## src/rtl/note_event_sequencer_pkg.sv

```systemverilog
// Shared definitions for the note-event sequencer: default sizes, event word
// field offsets ({time, key, press}) and the sequencer state encoding.
package note_event_sequencer_pkg;

    localparam int NUM_KEYS_DEF = 32;
    localparam int KEY_W_DEF    = 5;
    localparam int TIME_W_DEF   = 20;
    localparam int ADDR_W_DEF   = 10;
    localparam int EV_W_DEF     = TIME_W_DEF + KEY_W_DEF + 1;

    // Event word layout, LSB first: press flag, key index, then timestamp.
    localparam int PRESS_BIT = 0;
    localparam int KEY_LSB   = 1;

    function automatic int time_lsb(input int key_w);
        return KEY_LSB + key_w;
    endfunction

    typedef enum logic [2:0] {
        ST_IDLE     = 3'd0,
        ST_REC      = 3'd1,
        ST_PL_FETCH = 3'd2,
        ST_PL_WAIT  = 3'd3,
        ST_PL_APPLY = 3'd4,
        ST_PL_DONE  = 3'd5
    } state_t;

endpackage

```

## src/rtl/note_event_sequencer_if.sv

```systemverilog
// Single-port event RAM bus; master drives address/write, slave returns read
// data one cycle after the address.
interface note_event_sequencer_if
    import note_event_sequencer_pkg::*;
#(
    parameter int ADDR_W = ADDR_W_DEF,
    parameter int EV_W   = EV_W_DEF
) ();

    logic [ADDR_W-1:0] mem_addr;
    logic              mem_we;
    logic [EV_W-1:0]   mem_wdata;
    logic [EV_W-1:0]   mem_rdata;

    modport master (output mem_addr, output mem_we, output mem_wdata, input mem_rdata);
    modport slave  (input mem_addr, input mem_we, input mem_wdata, output mem_rdata);

endinterface

```

## src/rtl/note_event_sequencer_lowest_set_bit_enc.sv

```systemverilog
// Priority encoder: index of the lowest set bit of vec_i, vld_o when any bit
// is set. Purely combinational.
module lowest_set_bit_enc #(
    parameter int N = 32,
    parameter int W = 5
) (
    input  logic [N-1:0] vec_i,
    output logic [W-1:0] idx_o,
    output logic         vld_o
);

    // Scan downwards so the lowest set bit is the last one to win.
    always_comb begin
        idx_o = '0;
        vld_o = 1'b0;
        for (int i = N - 1; i >= 0; i--) begin
            if (vec_i[i]) begin
                idx_o = W'(i);
                vld_o = 1'b1;
            end
        end
    end

endmodule

```

## src/rtl/note_event_sequencer.sv

```systemverilog
// Records key-state changes as timestamped events into the event RAM and
// replays them against the shared timer; one event per cycle when recording,
// at least 3 cycles per event when playing back. No backpressure.
module note_event_sequencer
    import note_event_sequencer_pkg::*;
#(
    parameter int NUM_KEYS = NUM_KEYS_DEF,
    parameter int KEY_W    = KEY_W_DEF,
    parameter int TIME_W   = TIME_W_DEF,
    parameter int ADDR_W   = ADDR_W_DEF,
    parameter int EV_W     = TIME_W + KEY_W + 1
) (
    input  logic                clk,
    input  logic                resetn,
    input  logic                record_mode_i,
    input  logic                playback_mode_i,
    input  logic                restart_pulse_i,
    input  logic [TIME_W-1:0]   timer_count_i,
    input  logic [NUM_KEYS-1:0] key_state_i,
    note_event_sequencer_if.master mem,
    output logic [NUM_KEYS-1:0] play_keys_o,
    output logic [ADDR_W:0]     event_count_o,
    output logic                overflow_o,
    output logic                playback_done_o
);

    localparam int TIME_LSB = time_lsb(KEY_W);
    localparam logic [KEY_W:0]  KEY_LIMIT = (KEY_W + 1)'(NUM_KEYS);
    localparam logic [ADDR_W:0] PTR_ONE   = (ADDR_W + 1)'(1);

    state_t              state_q;
    logic [NUM_KEYS-1:0] rec_keys_q;
    logic [NUM_KEYS-1:0] play_keys_q;
    logic [ADDR_W:0]     event_count_q;
    logic [ADDR_W:0]     rd_ptr_q;
    logic [EV_W-1:0]     ev_q;
    logic                overflow_q;
    logic                done_q;

    logic [NUM_KEYS-1:0] scan_diff;
    logic [KEY_W-1:0]    scan_idx;
    logic                scan_vld;
    logic                full;
    logic                start_pl;
    logic [ADDR_W:0]     event_count_d;
    logic [ADDR_W:0]     rd_ptr_d;

    logic [TIME_W-1:0]   ev_time;
    logic [KEY_W-1:0]    ev_key;
    logic                ev_press;

    assign scan_diff     = key_state_i ^ rec_keys_q;
    assign full          = event_count_q[ADDR_W];
    assign event_count_d = event_count_q + PTR_ONE;
    assign rd_ptr_d      = rd_ptr_q + PTR_ONE;

    assign ev_time  = ev_q[TIME_LSB +: TIME_W];
    assign ev_key   = ev_q[KEY_LSB +: KEY_W];
    assign ev_press = ev_q[PRESS_BIT];

    // Playback (re)starts on restart from anything but REC, or on playback
    // entry from IDLE/REC; PL_DONE holds until the mode changes.
    assign start_pl = (restart_pulse_i && (state_q != ST_REC))
                   || (playback_mode_i && ((state_q == ST_IDLE) || (state_q == ST_REC)));

    lowest_set_bit_enc #(
        .N (NUM_KEYS),
        .W (KEY_W)
    ) u_scan (
        .vec_i (scan_diff),
        .idx_o (scan_idx),
        .vld_o (scan_vld)
    );

    always_ff @(posedge clk) begin
        if (!resetn) begin
            state_q       <= ST_IDLE;
            rec_keys_q    <= '0;
            play_keys_q   <= '0;
            event_count_q <= '0;
            rd_ptr_q      <= '0;
            ev_q          <= '0;
            overflow_q    <= 1'b0;
            done_q        <= 1'b0;
        end else if (record_mode_i) begin
            if (state_q != ST_REC) begin
                state_q       <= ST_REC;
                event_count_q <= '0;
                rec_keys_q    <= '0;
                overflow_q    <= 1'b0;
                done_q        <= 1'b0;
                play_keys_q   <= '0;
            end else if (scan_vld) begin
                rec_keys_q[scan_idx] <= ~rec_keys_q[scan_idx];
                if (full) begin
                    overflow_q <= 1'b1;
                end else begin
                    event_count_q <= event_count_d;
                end
            end
        end else if (start_pl) begin
            state_q     <= ST_PL_FETCH;
            rd_ptr_q    <= '0;
            play_keys_q <= '0;
            done_q      <= 1'b0;
        end else if (!playback_mode_i) begin
            state_q     <= ST_IDLE;
            play_keys_q <= '0;
        end else begin
            case (state_q)
                ST_PL_FETCH: begin
                    if (rd_ptr_q == event_count_q) begin
                        state_q     <= ST_PL_DONE;
                        done_q      <= 1'b1;
                        play_keys_q <= '0;
                    end else begin
                        state_q <= ST_PL_WAIT;
                    end
                end
                ST_PL_WAIT: begin
                    ev_q    <= mem.mem_rdata;
                    state_q <= ST_PL_APPLY;
                end
                ST_PL_APPLY: begin
                    if (timer_count_i >= ev_time) begin
                        if ({1'b0, ev_key} < KEY_LIMIT) begin
                            play_keys_q[ev_key] <= ev_press;
                        end
                        rd_ptr_q <= rd_ptr_d;
                        state_q  <= ST_PL_FETCH;
                    end
                end
                ST_PL_DONE: begin
                    play_keys_q <= '0;
                end
                default: begin
                    state_q <= ST_IDLE;
                end
            endcase
        end
    end

    // RAM port: write only while actually recording, read address in FETCH.
    always_comb begin
        mem.mem_we    = 1'b0;
        mem.mem_addr  = '0;
        mem.mem_wdata = '0;
        if ((state_q == ST_REC) && record_mode_i && scan_vld && !full) begin
            mem.mem_we    = 1'b1;
            mem.mem_addr  = event_count_q[ADDR_W-1:0];
            mem.mem_wdata = {timer_count_i, scan_idx, key_state_i[scan_idx]};
        end else if (state_q == ST_PL_FETCH) begin
            mem.mem_addr = rd_ptr_q[ADDR_W-1:0];
        end
    end

    assign play_keys_o     = play_keys_q;
    assign event_count_o   = event_count_q;
    assign overflow_o      = overflow_q;
    assign playback_done_o = done_q;

endmodule

```

## src/flat_wrapper.sv

```systemverilog
// flat-port wrapper written by rule: the top's interface ports become plain ports
module note_event_sequencer_flat import note_event_sequencer_pkg::*;
#(
    parameter int NUM_KEYS = NUM_KEYS_DEF,
    parameter int KEY_W    = KEY_W_DEF,
    parameter int TIME_W   = TIME_W_DEF,
    parameter int ADDR_W   = ADDR_W_DEF,
    parameter int EV_W     = TIME_W + KEY_W + 1
)
  (clk, resetn, record_mode_i, playback_mode_i, restart_pulse_i, timer_count_i, key_state_i, play_keys_o, event_count_o, overflow_o, playback_done_o, mem_mem_addr, mem_mem_we, mem_mem_wdata, mem_mem_rdata);
  note_event_sequencer_if #(.ADDR_W(ADDR_W), .EV_W(EV_W)) mem_i ();
  input  logic clk;
  input  logic resetn;
  input  logic record_mode_i;
  input  logic playback_mode_i;
  input  logic restart_pulse_i;
  input  logic [TIME_W-1:0] timer_count_i;
  input  logic [NUM_KEYS-1:0] key_state_i;
  output logic [NUM_KEYS-1:0] play_keys_o;
  output logic [ADDR_W:0] event_count_o;
  output logic overflow_o;
  output logic playback_done_o;
  output wire logic [$bits(mem_i.mem_addr)-1:0] mem_mem_addr;
  output wire logic [$bits(mem_i.mem_we)-1:0] mem_mem_we;
  output wire logic [$bits(mem_i.mem_wdata)-1:0] mem_mem_wdata;
  input wire logic [$bits(mem_i.mem_rdata)-1:0] mem_mem_rdata;
  assign mem_mem_addr = mem_i.mem_addr;
  assign mem_mem_we = mem_i.mem_we;
  assign mem_mem_wdata = mem_i.mem_wdata;
  assign mem_i.mem_rdata = mem_mem_rdata;
  note_event_sequencer #(.NUM_KEYS(NUM_KEYS), .KEY_W(KEY_W), .TIME_W(TIME_W), .ADDR_W(ADDR_W), .EV_W(EV_W)) u_core (.clk(clk), .resetn(resetn), .record_mode_i(record_mode_i), .playback_mode_i(playback_mode_i), .restart_pulse_i(restart_pulse_i), .timer_count_i(timer_count_i), .key_state_i(key_state_i), .mem(mem_i), .play_keys_o(play_keys_o), .event_count_o(event_count_o), .overflow_o(overflow_o), .playback_done_o(playback_done_o));
endmodule
```

## config.mk

```make
export PLATFORM = sky130hd
export DESIGN_NAME = note_event_sequencer_flat
export DESIGN_NICKNAME = d
export VERILOG_FILES = /design/src/rtl/note_event_sequencer_pkg.sv /design/src/rtl/note_event_sequencer_if.sv /design/src/rtl/note_event_sequencer_lowest_set_bit_enc.sv /design/src/rtl/note_event_sequencer.sv /design/src/flat_wrapper.sv
export SDC_FILE = /design/constraint.sdc
export NUM_CORES = 1
export LEC_CHECK = 0
export BUFFER_PORTS_ARGS = -buffer_cell sky130_fd_sc_hd__buf_2
export CORE_UTILIZATION = 55
export CTS_CLUSTER_DIAMETER = 80
export DETAILED_ROUTE_END_ITERATION = 16
export PLACE_DENSITY = 0.88
export SYNTH_ARGS = -nofsm -noshare
export SYNTH_HDL_FRONTEND = slang
export SYNTH_SLANG_ARGS = --single-unit
```

## constraint.sdc

```tcl
create_clock -name clk -period 8.1 [get_ports clk]
set_input_delay 1.62 -clock clk [delete_from_list [all_inputs] [get_ports clk]]
set_output_delay 1.62 -clock clk [all_outputs]
set_load 0.05 [all_outputs]
```

==> metrics <==
status=finished, final reports clean; global-route wire length before repair=33,400 um; Main synth FF type=dfxtp_1; Post-CTS Setup Bufs=0; Core Area=0.01272 mm^2; H-Tree Depth=4; TritonCTS clock tree=yes; nets@finish=1,183; Die Ht=116.6 um; Tmin final=7.005 ns; Detail Placement HPWL=14,960 um; Post-synth ARST share=0; PD cells=179.5 mW/mm^2; xor/xnor cell area share of the yosys netlist=0.06795; Detail Route Antenna Nets=0; Tot Pwr=1.564 mW; max_cap viols=0; Startpoint Class=input port; Arr. time, crit path=5.39 ns; clock net sink count=117; # DRC=0; Synth Area in Adders=0.03813; fmax=142.8 MHz; Syn Inst Count=941; vias in the first global route=6,749; critical path class=in -> out; Rel. slew slack=0.1802; WL final=21,070 um; final setup vio count=0; CTS Root Cell=clkbuf_16; post-cts gate resize count=0; Post-synth EDFFs=0; Rows=41; Worst-Skew Late Latency=0.42 ns; DRT Pass-1 Iters=8; Diodes inserted=0; multiplexer area fraction after synthesis=0.03137; final core occ=0.6850; CTS Hold Bufs=0; RePlAce Congestion=0.9856; layout cells sized above 1=0.2044; antenna violations before repair=0; Worst Max-Slew Pin Slew=1.220 ns; clk slew on worst S/H paths=0.05 ns; via count=7,635; total track usage=0.3171; Max Slew Vio Count=0; number of port buffers=164; Via-to-Cell Ratio=6.045; most frequent cells in the layout=164 x buf_2, 143 x nand2_1, 117 x dfxtp_1, 83 x o21ai_0, 57 x o211ai_1; Synthesized Nets=1,046; final hold violation count=0; die outline width=116.6 um; yosys warns=0; most common cell after layout, fill and taps aside=buf_2; CP required=6.48 ns; Starting Density=0.5674; P&R area growth vs syn=20.73%; synthesized cell area=0.007218 mm^2; clock skew=0.008670 ns; share of the yosys chip area belonging to registers=0.3245; RSZ-0062 raised after global routing=no; CP max FO=20; fin crit share=0.8648; final setup TNS=0 ns; Mean Syn Cell Area=7.671 um^2; VDD IR-drop max=0.0001295 V; largest net degree at the start of global routing=40; endpoint class of the critical path=output port; Overflow after GRT=0; Initial DRC Count=928; path type of the worst min-delay path=reg -> reg; total CTS buffers=17; # IOs=165; leak pwr=3.708 nW; synthesis-stage register bit count=117; Routed WL per cell=16.68 um; fraction of the mapped netlist area in simple logic gates=0.2352; Netlist cell types=73; Compound-Gate Fraction of Synth Area=0.2588; Clock Path Buffers=2; main combinational cell family by area after synthesis=compound AO/OA/AOI/OAI gates; die area=0.01359 mm^2
state kept, by name, indices dropped and copies added, names as in the netlist:
name,count
u_core.playback_done_o,1
u_core.state_q,3
u_core.play_keys_o,32
u_core.rec_keys_q,32
u_core.event_count_o,11
u_core.ev_q,26
u_core.rd_ptr_q,11
u_core.overflow_o,1
cells in the mapped netlist, drive strengths merged, types with 11 or more instances:
cell type / instances / area share
a21o: 11 / 0.011
a21oi: 55 / 0.038
and2: 24 / 0.021
clkbuf: 44 / 0.023
dfxtp: 117 / 0.32
ha: 22 / 0.038
inv: 29 / 0.015
mux2i: 17 / 0.024
nand2: 143 / 0.074
nand2b: 11 / 0.0095
nand3: 27 / 0.019
nand4: 14 / 0.012
nor2: 56 / 0.029
nor3: 16 / 0.011
o211ai: 57 / 0.059
o21ai: 102 / 0.071
xnor2: 30 / 0.036
xor2: 26 / 0.032
routing by layer:
| metal | up-vias | global-route usage | routed length, um |
|---|---|---|---|
| met5 | - | 0 | 0 |
| met4 | 0 | 0.1426 | 637 |
| met3 | 62 | 0.06850 | 1886 |
| met2 | 407 | 0.5187 | 9845 |
| met1 | 3497 | 0.4006 | 8701 |
| li1 | 3669 | - | - |
critical path: stages:
cell and delay [ns]:
buf_2 0.12, xor2_1 0.17, nor4_1 0.68, nand4_1 0.35, or3_1 0.53, nand3_1 0.46, clkinv_1 0.65, buf_4 0.41
and2_1 0.18, buf_2 0.20
worst paths after layout:
path	to	cells after the start	slack [ns]	startpoint
min	u_core.ev_q[11]	2	0.45	u_core.ev_q[11]
min reg2reg	u_core.ev_q[11]	2	0.45	u_core.ev_q[11]
max	mem_mem_wdata[12]	10	1.09	key_state_i[15]
max reg2reg	u_core.event_count_o[1]	8	4.34	u_core.rec_keys_q[14]
cell type report:
class,instances,area [um^2]
clock buffers,18,429.2
clock inverters,14,175.2
fillers,1087,4008
inverters,30,112.6
multi-input cells,742,4574
flip-flops and latches,117,2342
well taps,172,215.2
repair buffers,170,865.8
kinds of logic (layout without fill, tap and decap cells):
| logic type | Yosys count | in the layout |
|---|---|---|
| and+or+nand+nor | 351 | 351 |
| muxes | 21 | 21 |
| AOI/OAI and AO/OA | 292 | 292 |
| buffers and inverters | 82 | 232 |
| DFF | 117 | 117 |
| adders and majority gates | 22 | 22 |
| xor gates and xnor gates | 56 | 56 |
per-stage QoR:
stage	area [um^2]	std cells	worst slack, ns	hold WS (ns)
6_report	8715	1263	1.095	0.4523
5_1_grt	8715	1263	0.9296	0.4733
4_1_cts	8715	1263	1.229	0.4541
3_5_place_dp	8110	1231	1.253	0.4471
3_3_place_gp	8110	1231	1.428	0.4426
2_1_floorplan	7218	941	2.038	0.4363
report_power, final:
group          internal (mW)  switching (mW)  total, mW  leakage (nW)
combinational         0.0686           0.139      0.207          2.48
clock                  0.486           0.288      0.774         0.287
sequential             0.579         0.00481      0.583         0.943
No activity file was read; power rests on OpenSTA's default activity.
